$ cat src/rtl/upcounter_arbiter_if.sv
// ============================================================================
// Module   : upcounter_arbiter_if
// Brief    : Request/grant bundle between requesters and the shared up-counter.
// Revision : 1.0
// ============================================================================
`default_nettype none
`timescale 1ns/1ps

interface upcounter_arbiter_if #(
  parameter int N_REQ = 4,
  parameter int WIDTH = 4
);
  logic [N_REQ-1:0]       req;
  logic [N_REQ*WIDTH-1:0] tc;
  logic [N_REQ-1:0]       grant;
  logic                   busy;
  logic [WIDTH-1:0]       count;
  logic [N_REQ-1:0]       done;

  modport master (
    output req, tc,
    input  grant, busy, count, done
  );

  modport slave (
    input  req, tc,
    output grant, busy, count, done
  );
endinterface

`default_nettype wire

$ cat src/rtl/upcounter_arbiter.sv
// ============================================================================
// Module   : upcounter_arbiter
// Brief    : Round-robin scheduler sharing one up-counter among N_REQ clients.
//            Define UPCNT_ARB_ABORT_EN to let an owner abort its run by
//            dropping req while the counter is running.
// Revision : 1.0
// ============================================================================
`default_nettype none
`timescale 1ns/1ps

module upcounter_arbiter #(
  parameter int N_REQ = 4,
  parameter int WIDTH = 4
) (
  input  logic               clk,
  input  logic               reset,
  upcounter_arbiter_if.slave bus
);

  localparam int               PTR_W  = (N_REQ > 1) ? $clog2(N_REQ) : 1;
  localparam logic [PTR_W-1:0] C_LAST = PTR_W'(N_REQ - 1);

  typedef enum logic [1:0] {
    ST_IDLE = 2'd0,
    ST_RUN  = 2'd1,
    ST_DONE = 2'd2
  } state_t;

  state_t             r_state,  w_state_nxt;
  logic [PTR_W-1:0]   r_ptr,    w_ptr_nxt;
  logic [PTR_W-1:0]   r_owner,  w_owner_nxt;
  logic [WIDTH-1:0]   r_tc,     w_tc_nxt;
  logic [WIDTH-1:0]   r_count,  w_count_nxt;
  logic [N_REQ-1:0]   r_grant,  w_grant_nxt;
  logic [N_REQ-1:0]   r_done,   w_done_nxt;
  logic [PTR_W-1:0]   w_winner;
  logic [PTR_W-1:0]   w_scan;
  logic               w_found;
  logic               w_abort;

  // Modulo-N_REQ increment; N_REQ need not be a power of two.
  function automatic logic [PTR_W-1:0] next_idx(input logic [PTR_W-1:0] idx);
    return (idx == C_LAST) ? '0 : idx + 1'b1;
  endfunction

  always_comb begin
    w_found  = 1'b0;
    w_winner = r_ptr;
    w_scan   = r_ptr;
    for (int i = 0; i < N_REQ; i++) begin
      if (!w_found && bus.req[w_scan]) begin
        w_found  = 1'b1;
        w_winner = w_scan;
      end
      w_scan = next_idx(w_scan);
    end
  end

`ifdef UPCNT_ARB_ABORT_EN
  assign w_abort = (r_state == ST_RUN) && !bus.req[r_owner];
`else
  assign w_abort = 1'b0;
`endif

  always_comb begin
    w_state_nxt = r_state;
    w_ptr_nxt   = r_ptr;
    w_owner_nxt = r_owner;
    w_tc_nxt    = r_tc;
    w_count_nxt = r_count;
    w_grant_nxt = r_grant;
    w_done_nxt  = '0;
    case (r_state)
      ST_IDLE: begin
        if (w_found) begin
          w_state_nxt           = ST_RUN;
          w_owner_nxt           = w_winner;
          w_tc_nxt              = bus.tc[w_winner*WIDTH +: WIDTH];
          w_count_nxt           = '0;
          w_grant_nxt           = '0;
          w_grant_nxt[w_winner] = 1'b1;
        end
      end
      ST_RUN: begin
        if (w_abort) begin
          w_state_nxt = ST_IDLE;
          w_grant_nxt = '0;
          w_count_nxt = '0;
          w_ptr_nxt   = next_idx(r_owner);
        end else if (r_count == r_tc) begin
          // Counter holds at the terminal value; it never wraps.
          w_state_nxt = ST_DONE;
          w_done_nxt  = r_grant;
        end else begin
          w_count_nxt = r_count + 1'b1;
        end
      end
      ST_DONE: begin
        w_state_nxt = ST_IDLE;
        w_grant_nxt = '0;
        w_count_nxt = '0;
        w_ptr_nxt   = next_idx(r_owner);
      end
      default: begin
        w_state_nxt = ST_IDLE;
        w_grant_nxt = '0;
        w_count_nxt = '0;
      end
    endcase
  end

  always_ff @(posedge clk or negedge reset) begin
    if (!reset) begin
      r_state <= ST_IDLE;
      r_ptr   <= '0;
      r_owner <= '0;
      r_tc    <= '0;
      r_count <= '0;
      r_grant <= '0;
      r_done  <= '0;
    end else begin
      r_state <= w_state_nxt;
      r_ptr   <= w_ptr_nxt;
      r_owner <= w_owner_nxt;
      r_tc    <= w_tc_nxt;
      r_count <= w_count_nxt;
      r_grant <= w_grant_nxt;
      r_done  <= w_done_nxt;
    end
  end

  assign bus.grant = r_grant;
  assign bus.busy  = (r_state != ST_IDLE);
  assign bus.count = r_count;
  assign bus.done  = r_done;

endmodule

`default_nettype wire

$ cat src/flat_wrapper.sv
// flat-port wrapper written by rule: the top's interface ports become plain ports
module upcounter_arbiter_flat 
#(
  parameter int N_REQ = 4,
  parameter int WIDTH = 4
)
  (clk, reset, bus_req, bus_tc, bus_grant, bus_busy, bus_count, bus_done);
  upcounter_arbiter_if #(.N_REQ(N_REQ), .WIDTH(WIDTH)) bus_i ();
  input  logic clk;
  input  logic reset;
  input wire logic [$bits(bus_i.req)-1:0] bus_req;
  input wire logic [$bits(bus_i.tc)-1:0] bus_tc;
  output wire logic [$bits(bus_i.grant)-1:0] bus_grant;
  output wire logic [$bits(bus_i.busy)-1:0] bus_busy;
  output wire logic [$bits(bus_i.count)-1:0] bus_count;
  output wire logic [$bits(bus_i.done)-1:0] bus_done;
  assign bus_i.req = bus_req;
  assign bus_i.tc = bus_tc;
  assign bus_grant = bus_i.grant;
  assign bus_busy = bus_i.busy;
  assign bus_count = bus_i.count;
  assign bus_done = bus_i.done;
  upcounter_arbiter #(.N_REQ(N_REQ), .WIDTH(WIDTH)) u_core (.clk(clk), .reset(reset), .bus(bus_i));
endmodule
$ cat config.mk
export PLATFORM = sky130hd
export DESIGN_NAME = upcounter_arbiter_flat
export DESIGN_NICKNAME = d
export VERILOG_FILES = /design/src/rtl/upcounter_arbiter_if.sv /design/src/rtl/upcounter_arbiter.sv /design/src/flat_wrapper.sv
export SDC_FILE = /design/constraint.sdc
export NUM_CORES = 1
export LEC_CHECK = 0
export CORE_MARGIN = 5
export CORE_UTILIZATION = 55
export DETAILED_ROUTE_END_ITERATION = 10
export DONT_BUFFER_PORTS = 1
export PLACE_DENSITY = 0.71
export SLEW_MARGIN = 20
export SYNTH_ARGS = -nofsm -noshare
export SYNTH_HDL_FRONTEND = slang
export SYNTH_SLANG_ARGS = --single-unit
$ cat constraint.sdc
create_clock -name clk -period 2.55 [get_ports clk]
set_input_delay 0.51 -clock clk [delete_from_list [all_inputs] [get_ports clk]]
set_output_delay 0.51 -clock clk [all_outputs]
set_load 0.01 [all_outputs]
# Yosys cells after proc, flatten, opt, wreduce, memory -nomap -nowiden
# Cells that the tools add are included.
word_totals:
  register_bits: 22
  latchBits: 0
  ramBits: 0
  romBits: 0
  input_bits: 22
  out_inout_bits: 13
  n_memories: 0
op_classes:
  n_addsub: 5
  n_mul: 0
  n_div: 0
  n_lt_le_gt_ge: 6
  n_eq_ne: 10
  shift: 1
  mux: 31
  bitwise_logic: 1
  n_reduce_logical: 13
ops:
  columns: ["cell", "n"]
  rows:
  - ["4-bit 2-to-1 mux", 5]
  - ["2-bit 2-to-1 mux", 9]
  - ["4-bit case mux with 2 select lines", 2]
  - ["16-bit by 5-bit indexed part select with 4-bit output", 1]
  - ["2-bit by 3-bit < comparator with 1-bit output, second input constant", 5]
  - ["2-bit equality test, second input constant", 5]
  - ["1-bit 2-to-1 mux", 9]
  - ["2-bit by 1-bit adder with 2-bit output, second input constant", 4]
  - ["1-bit binary-select mux with 2-bit select", 4]
  - ["2-bit AND reduction", 4]
  - ["4-bit by 1-bit adder with 4-bit output, second input constant", 1]
  - ["4-bit equality test", 1]
  - ["1-bit logical AND", 4]
  - ["2-bit by 1-bit inequality test with 1-bit output, second input constant", 2]
  - ["2-bit case mux with 2 select lines", 1]
  - ["1-bit zero test", 3]
  - ["1-bit demux with 2-bit select", 1]
  - ["2-bit by 1-bit equality test with 1-bit output, second input constant", 1]
  - ["2-bit by 1-bit >= comparator with 1-bit output, second input constant", 1]
  - ["2-bit zero test", 1]
  - ["2-bit inequality test, second input constant", 1]
  - ["2-bit nonzero test", 1]
  - ["1-bit inverter", 1]

# Depth between registers and ports, before layout
# Gate-level depths: netlist (run 1).
depth:
  depth_word: 18
  mapped_depth: 9

# Worst setup path before layout (run 1)
# Ideal clock, no wire load.
synth_timing:
  path_type: "reg-to-reg"
  from: "register u_core.r_ptr[1]"
  to: "register u_core.r_tc[0]"
  arrival_time_ns: 2.312
  t_required_ns: 2.412
  setup_slack_ns: 0.100
  stages_incl_launch_ff: 10
  path_buffers: 2
  synth_period_minus_slack_ns: 2.450
  path_cell_list: "dfrtp_1 > ha_1 > buf_2 > or3b_2 > a21oi_1 > and4b_1 > nor3_2 > buf_4 > mux2i_1 > o221ai_1"
synth_between:
  elab_chain_len: 13
  word_cells_on_any_way: 32
synth_lines:
  columns: ["element", "line", "text"]
  rows:
  - ["from (decl)", "upcounter_arbiter.sv:30", "logic [PTR_W-1:0] r_ptr, w_ptr_nxt;"]
  - ["from (signal assigned)", "upcounter_arbiter.sv:123", "r_ptr <= w_ptr_nxt;"]
  - ["parallel branches: the longest is 13 deep, another holds 2-bit by 1-bit adder with 2-bit output", null, null]
  - ["to (signal assigned)", "upcounter_arbiter.sv:125", "r_tc <= w_tc_nxt;"]
  - ["to (decl)", "upcounter_arbiter.sv:32", "logic [WIDTH-1:0] r_tc, w_tc_nxt;"]
# Parallel ways; which one is timed is not known. The select of a mux whose other input is x is not followed.
# A chain may end at the register's enable or synchronous reset.

# Worst setup path in the final report (run 1)
layout_timing:
  from: "register u_core.r_ptr[1]"
  to: "register u_core.r_tc[1]"
# The elaborated chain is that of the path after synthesis.

==> run metrics, run 1 <==
Worst path slowest cell=dfrtp_2; vias in the first global route=1102; setup violators final=0; share of layout cells above drive strength 1=15.0%; #FFs+latches synth=22; status=finished clean; asr flop ratio synth=100%; Mapped Cells=148; GRT overflow=0; data arrival time of the critical path=2.59 ns; H-tree depth=1; via/cell ratio=6.55; CP peak stage delay=0.47 ns; CTS tree=yes; first-pass GRT wire length=5380 um; final hold vios=0; ant diodes=0; final instance area=1530 sq um; top-area cell type share of the netlist area=38.1%; Final Slew Violations=0; leakage power=0.644 nW; critical path data required time=2.73 ns; I/O pins=35; crit-path max FO=12; mapped cell area=1450 sq um; area leader, netlist=dfrtp_1; Max-Cap Viols=0; P&R area growth vs syn=5.45%; clock skew=0.00476 ns; Max VDD drop=0.900 mV; final setup TNS=0 ns; drt first pass iters=4; Critical Path Source Type=register; initial antenna violation count=0; CTS sink cnt=22; # DRC=0; Worst R2R Setup Slack=0.14 ns; Synth cell types=46; Setup WS post-layout=0.138 ns; Main synth FF type=dfrtp_1; Least-Margin Pin Slew=0.956 ns; DRT antenna net count=0; die area=3760 sq um; Starting Density=57.9%; Die Width=61.3 um; Final HPWL DP=2380 um; post-layout net count=173; GP Congestion=0.880; Crit. End Element=register; Final period util=94.6%; GRT Overall Usage=19.0%; Area after DPL=1450 sq um; Seq/Total Area, Yosys=38.1%; Mean Syn Cell Area=9.77 sq um; latest clock arrival within the worst-skew pair=0.30 ns; die height=61.3 um; CORE AREA=2500 sq um; Root Buffer=clkbuf_4; largest net degree at the start of global routing=23; dpl ws=0.0335 ns; TritonCTS Buffers=3; yosys warns=0; EDFF count, synth=0; Clock Path Buffers=2; kind of critical path=reg -> reg; RSZ-0062 raised after global routing=false; port bufs=0; post-CTS setup buffer count=0; Core Util, Final=61.0%; Worst-path clk slew=0.12 ns; relative slew slack=36.1%; Fmax=415 MHz; row count=18; routed wire length per instance=17.9 um; Hold Path Class=in -> reg; Routed WL=3160 um; DRT iter0 DRCs=75; synth top area cells=dfrtp_1, mux2i_1, nand2_1; crit path time final=2.41 ns; PD cells=1350 nW/um^2; total power=2.06 mW; CP cell instances=ha_2, or3b_2, a21oi_1, and4b_1, nor3_2, buf_6, mux2i_1, o221ai_1; nets in the synthesized netlist=173; Vias=1159
[final cells by class]
cell class                      count  area (sq um)
Clock buffer                        4          36.3
Fill cell                         208           975
Inverter                            5          18.8
Multi-Input combinational cell    111           837
Sequential cell                    22           552
Tap cell                           30          37.5
Timing Repair Buffer                5          43.8
[synth_stat cells (5+ instances only)]
master	n
and2_1	5
dfrtp_1	22
inv_1	5
mux2i_1	9
nand2_1	13
nand2b_1	6
nor2_1	7
nor3_1	6
o21ai_0	5
o221ai_1	5
xnor2_1	5
[cell families after synthesis]
kind of cell	count (synthesis)	synth area share (%)
AO/OA/AOI/OAI	39	22.1
XOR/XNOR	5	3.03
adder cells (fa/ha/maj)	3	2.60
buffers and inverters	15	5.45
flip-flops	22	38.1
multiplexers	11	8.56
AND/OR/NAND/NOR	53	20.2
[repair_timing]
item	CTS	global route
hold buffers	1	0
endpoints found under the hold margin	22	0
resized for setup	0	8
endpoints found under the setup margin	0	10
[flip-flops by register name (all words and copies together) (netlist names)]
signal and count:
u_core.bus.done 4, u_core.r_ptr 2, u_core.r_tc 4, u_core.r_state 2, u_core.bus.grant 4, u_core.r_owner 2
u_core.bus.count 4
[worst paths after layout]
path / from / endpoint / depth (start not counted)
max reg2reg: u_core.r_ptr[1] / u_core.r_tc[1] / 8
min: bus_tc[4] / u_core.r_tc[0] / 2
max in group asynchronous: reset / u_core.r_ptr[1] / 1
min reg2reg: u_core.r_owner[0] / u_core.r_ptr[0] / 1
max: u_core.r_ptr[1] / u_core.r_tc[1] / 8
min in group asynchronous: reset / u_core.bus.grant[2] / 1
[power by group]
group	leakage (nW)	switching, mW	internal, mW	total (mW)
registers	0.278	0.153	0.481	0.634
logic	0.344	0.672	0.562	1.23
clock network	0.0210	0.101	0.0871	0.188
[critical path, delay by kind of cell (launching register included)]
| kind | cells | cell delay (ns) |
|---|---|---|
| AOI/OAI and AO/OA | 2 | 0.27 |
| adders and majority gates | 1 | 0.25 |
| buffers and inverters | 1 | 0.19 |
| DFF | 1 | 0.47 |
| muxes | 1 | 0.24 |
| and+or+nand+nor | 3 | 0.87 |
[metrics by stage]
stage / hold WS, ns / cells
after global placement: 0.215 / 172
after detailed placement: 0.215 / 172
final: 0.439 / 177
after global routing: 0.426 / 177
after floorplan: 0.214 / 148
after CTS: 0.435 / 177
[placed cells by master (no fill, tap or decap), types with 2 or more instances in the layout]
cell        n
xnor2_1     5
nand2b_1    5
inv_1       5
nand3_1     2
nor3b_1     2
o21ba_2     2
nor3_1      6
nor2b_1     3
buf_4       3
a21oi_1     3
o221ai_1    5
a221oi_1    2
nand2_1    13
and3b_1     2
o2bb2ai_1   4
o21ai_0     5
ha_1        2
nor2_1      7
dfrtp_1    21
mux2i_1     9
clkbuf_4    3
o21a_1      4
and2_1      5
a32oi_1     3
[routing by layer]
layer	wire (um)	global-route usage, %
met5	0	0
met4	10	2.79
met3	231	5.03
met2	1440	29.2
met1	1480	27.7
No activity file was read; power rests on OpenSTA's default activity.
==> run 2: changes to the inputs <==
--- a/config.mk
+++ b/config.mk
@@ -9,6 +9,7 @@
 export CORE_UTILIZATION = 55
 export DETAILED_ROUTE_END_ITERATION = 10
 export DONT_BUFFER_PORTS = 1
+export MAX_ROUTING_LAYER = met4
 export PLACE_DENSITY = 0.71
 export SLEW_MARGIN = 20
 export SYNTH_ARGS = -nofsm -noshare
==> run 2 against run 1 <==
Sequential share of layout area up 0.15 points. Non-clock buffer count grew 1. Global-route usage rose by 0.73 points. Power is 1.6% lower. Largest power group unchanged.
==> run metrics, run 2 (synthesis results as in run 1) <==
Final period util=93.0%; CTS tree=yes; Least-Margin Pin Slew=0.476 ns; CTS sink cnt=22; kind of critical path=reg -> reg; Hold Path Class=in -> async; Worst-path clk slew=0.11 ns; leakage power=0.644 nW; GP Congestion=0.912; total power=2.02 mW; crit path time final=2.37 ns; I/O pins=35; DRT iter0 DRCs=101; CP cell instances=ha_2, buf_4, nand2b_1, o32a_1, o41a_1, o21ai_2, nand2b_1, buf_4, a21boi_0; Final Slew Violations=0; GR Layer Usage met1=26.2%; dpl ws=0.0277 ns; CP delay by family, top=compound AO/OA/AOI/OAI gates; commonest non-fill, non-tap cell in the layout=dfrtp_1; Min Hold Slack=0.140 ns; port bufs=0; GRT Overall Usage=19.8%; die height=61.3 um; Finished Layout Cells=178; final setup TNS=0 ns; row count=18; critical path data required time=2.78 ns; ant diodes=0; final instance area=1520 sq um; Worst R2R Setup Slack=0.18 ns; clock skew=0.00324 ns; Vias=1163; Die Width=61.3 um; Core Util, Final=60.8%; Fmax=421 MHz; # DRC=0; via/cell ratio=6.53; share of layout cells above drive strength 1=14.9%; RSZ-0062 raised after global routing=false; crit-path max FO=11; final hold vios=0; Crit. End Element=register; die area=3760 sq um; Clock Path Buffers=2; CORE AREA=2500 sq um; DRT antenna net count=0; Critical Path Source Type=register; Root Buffer=clkbuf_4; PD cells=1330 nW/um^2; reg-to-reg critical path endpoint=u_core.r_owner[1]; Setup WS post-layout=0.177 ns; Starting Density=57.9%; Final HPWL DP=2300 um; grt met2 use=29.8%; Area after DPL=1450 sq um; post-layout net count=174; latest clock arrival within the worst-skew pair=0.31 ns; most frequent cells in the layout=dfrtp_1, nand2_1, mux2i_1, nor2_1; drt first pass iters=4; Reg-to-Reg Start=u_core.r_ptr[1]; Max-Cap Viols=0; placed cells=172; Worst path slowest cell=dfrtp_2; WP buf/inv=2; first-pass GRT wire length=5400 um; setup violators final=0; status=finished clean; GRT overflow=0; routed wire length per instance=17.3 um; Routed WL=3080 um; vias in the first global route=1143; initial antenna violation count=0; # fillers=222; relative slew slack=68.3%; Top Usage Layer GRT=met2; CP peak stage delay=0.47 ns; TritonCTS Buffers=3; Register-to-Register Path Depth=9; P&R area growth vs syn=5.02%; met3 Track Usage GR=5.03%; Max VDD drop=0.722 mV; data arrival time of the critical path=2.60 ns; largest net degree at the start of global routing=23; H-tree depth=1
-- run 2: cell count changes in the layout (fill, tap and decap cells not counted), sizes merged --
cell	previous run	this run
dlygate4sd3	1	0
buf	4	6
-- run 2: report_power, final --
group / total, mW / internal [mW] / switching (mW)
Clock: 0.188 / 0.0872 / 0.101
Combinational: 1.20 / 0.552 / 0.647
Sequential: 0.636 / 0.481 / 0.155
Total: 2.02 / 1.12 / 0.903
-- run 2: per-layer routing --
layer	share of wire, %	up-vias
met2	45	39
met3	8.1	5
met5	0	-
met4	1.2	0
li1	-	557
met1	46	562
-- run 2: what timing repair did --
item	CTS	global route
hold buffers	1	0
setup endpoints to repair	0	10
setup buffers	0	1
gates resized for setup	0	5
endpoints found under the hold margin	22	0
-- run 2: worst max path at each step --
stage / start / to / slack, ns / depth (start not counted)
2_1_floorplan: u_core.r_ptr[1] / u_core.r_tc[0] / 0.10 / 9
3_3_place_gp: u_core.r_ptr[1] / u_core.r_tc[0] / 0.11 / 8
3_5_place_dp: u_core.r_ptr[1] / u_core.r_tc[3] / 0.03 / 7
4_1_cts: u_core.r_ptr[1] / u_core.r_tc[3] / 0.01 / 8
5_1_grt: u_core.r_ptr[1] / u_core.r_owner[1] / 0.01 / 9
6_report: u_core.r_ptr[1] / u_core.r_owner[1] / 0.18 / 9
-- run 2: cell type report --
| cell class | count | area, sq um | share of cell area [%] |
|---|---|---|---|
| repair buffers | 6 | 42.5 | 2.80 |
| multi-input cells | 111 | 832 | 54.8 |
| inverters | 5 | 18.8 | 1.24 |
| flip-flops and latches | 22 | 552 | 36.3 |
| well taps | 30 | 37.5 | 2.47 |
| clock buffers | 4 | 36.3 | 2.39 |
==> run 3: changes to the inputs <==
--- a/config.mk
+++ b/config.mk
@@ -7,9 +7,9 @@
 export LEC_CHECK = 0
 export CORE_MARGIN = 5
 export CORE_UTILIZATION = 55
+export CTS_BUF_LIST = sky130_fd_sc_hd__clkbuf_4 sky130_fd_sc_hd__clkbuf_8 sky130_fd_sc_hd__clkbuf_16
 export DETAILED_ROUTE_END_ITERATION = 10
 export DONT_BUFFER_PORTS = 1
-export MAX_ROUTING_LAYER = met4
 export PLACE_DENSITY = 0.71
 export SLEW_MARGIN = 20
 export SYNTH_ARGS = -nofsm -noshare
==> results of run 3 <==
Same layout as run 1: the final DEF is identical, and so are final timing and power.
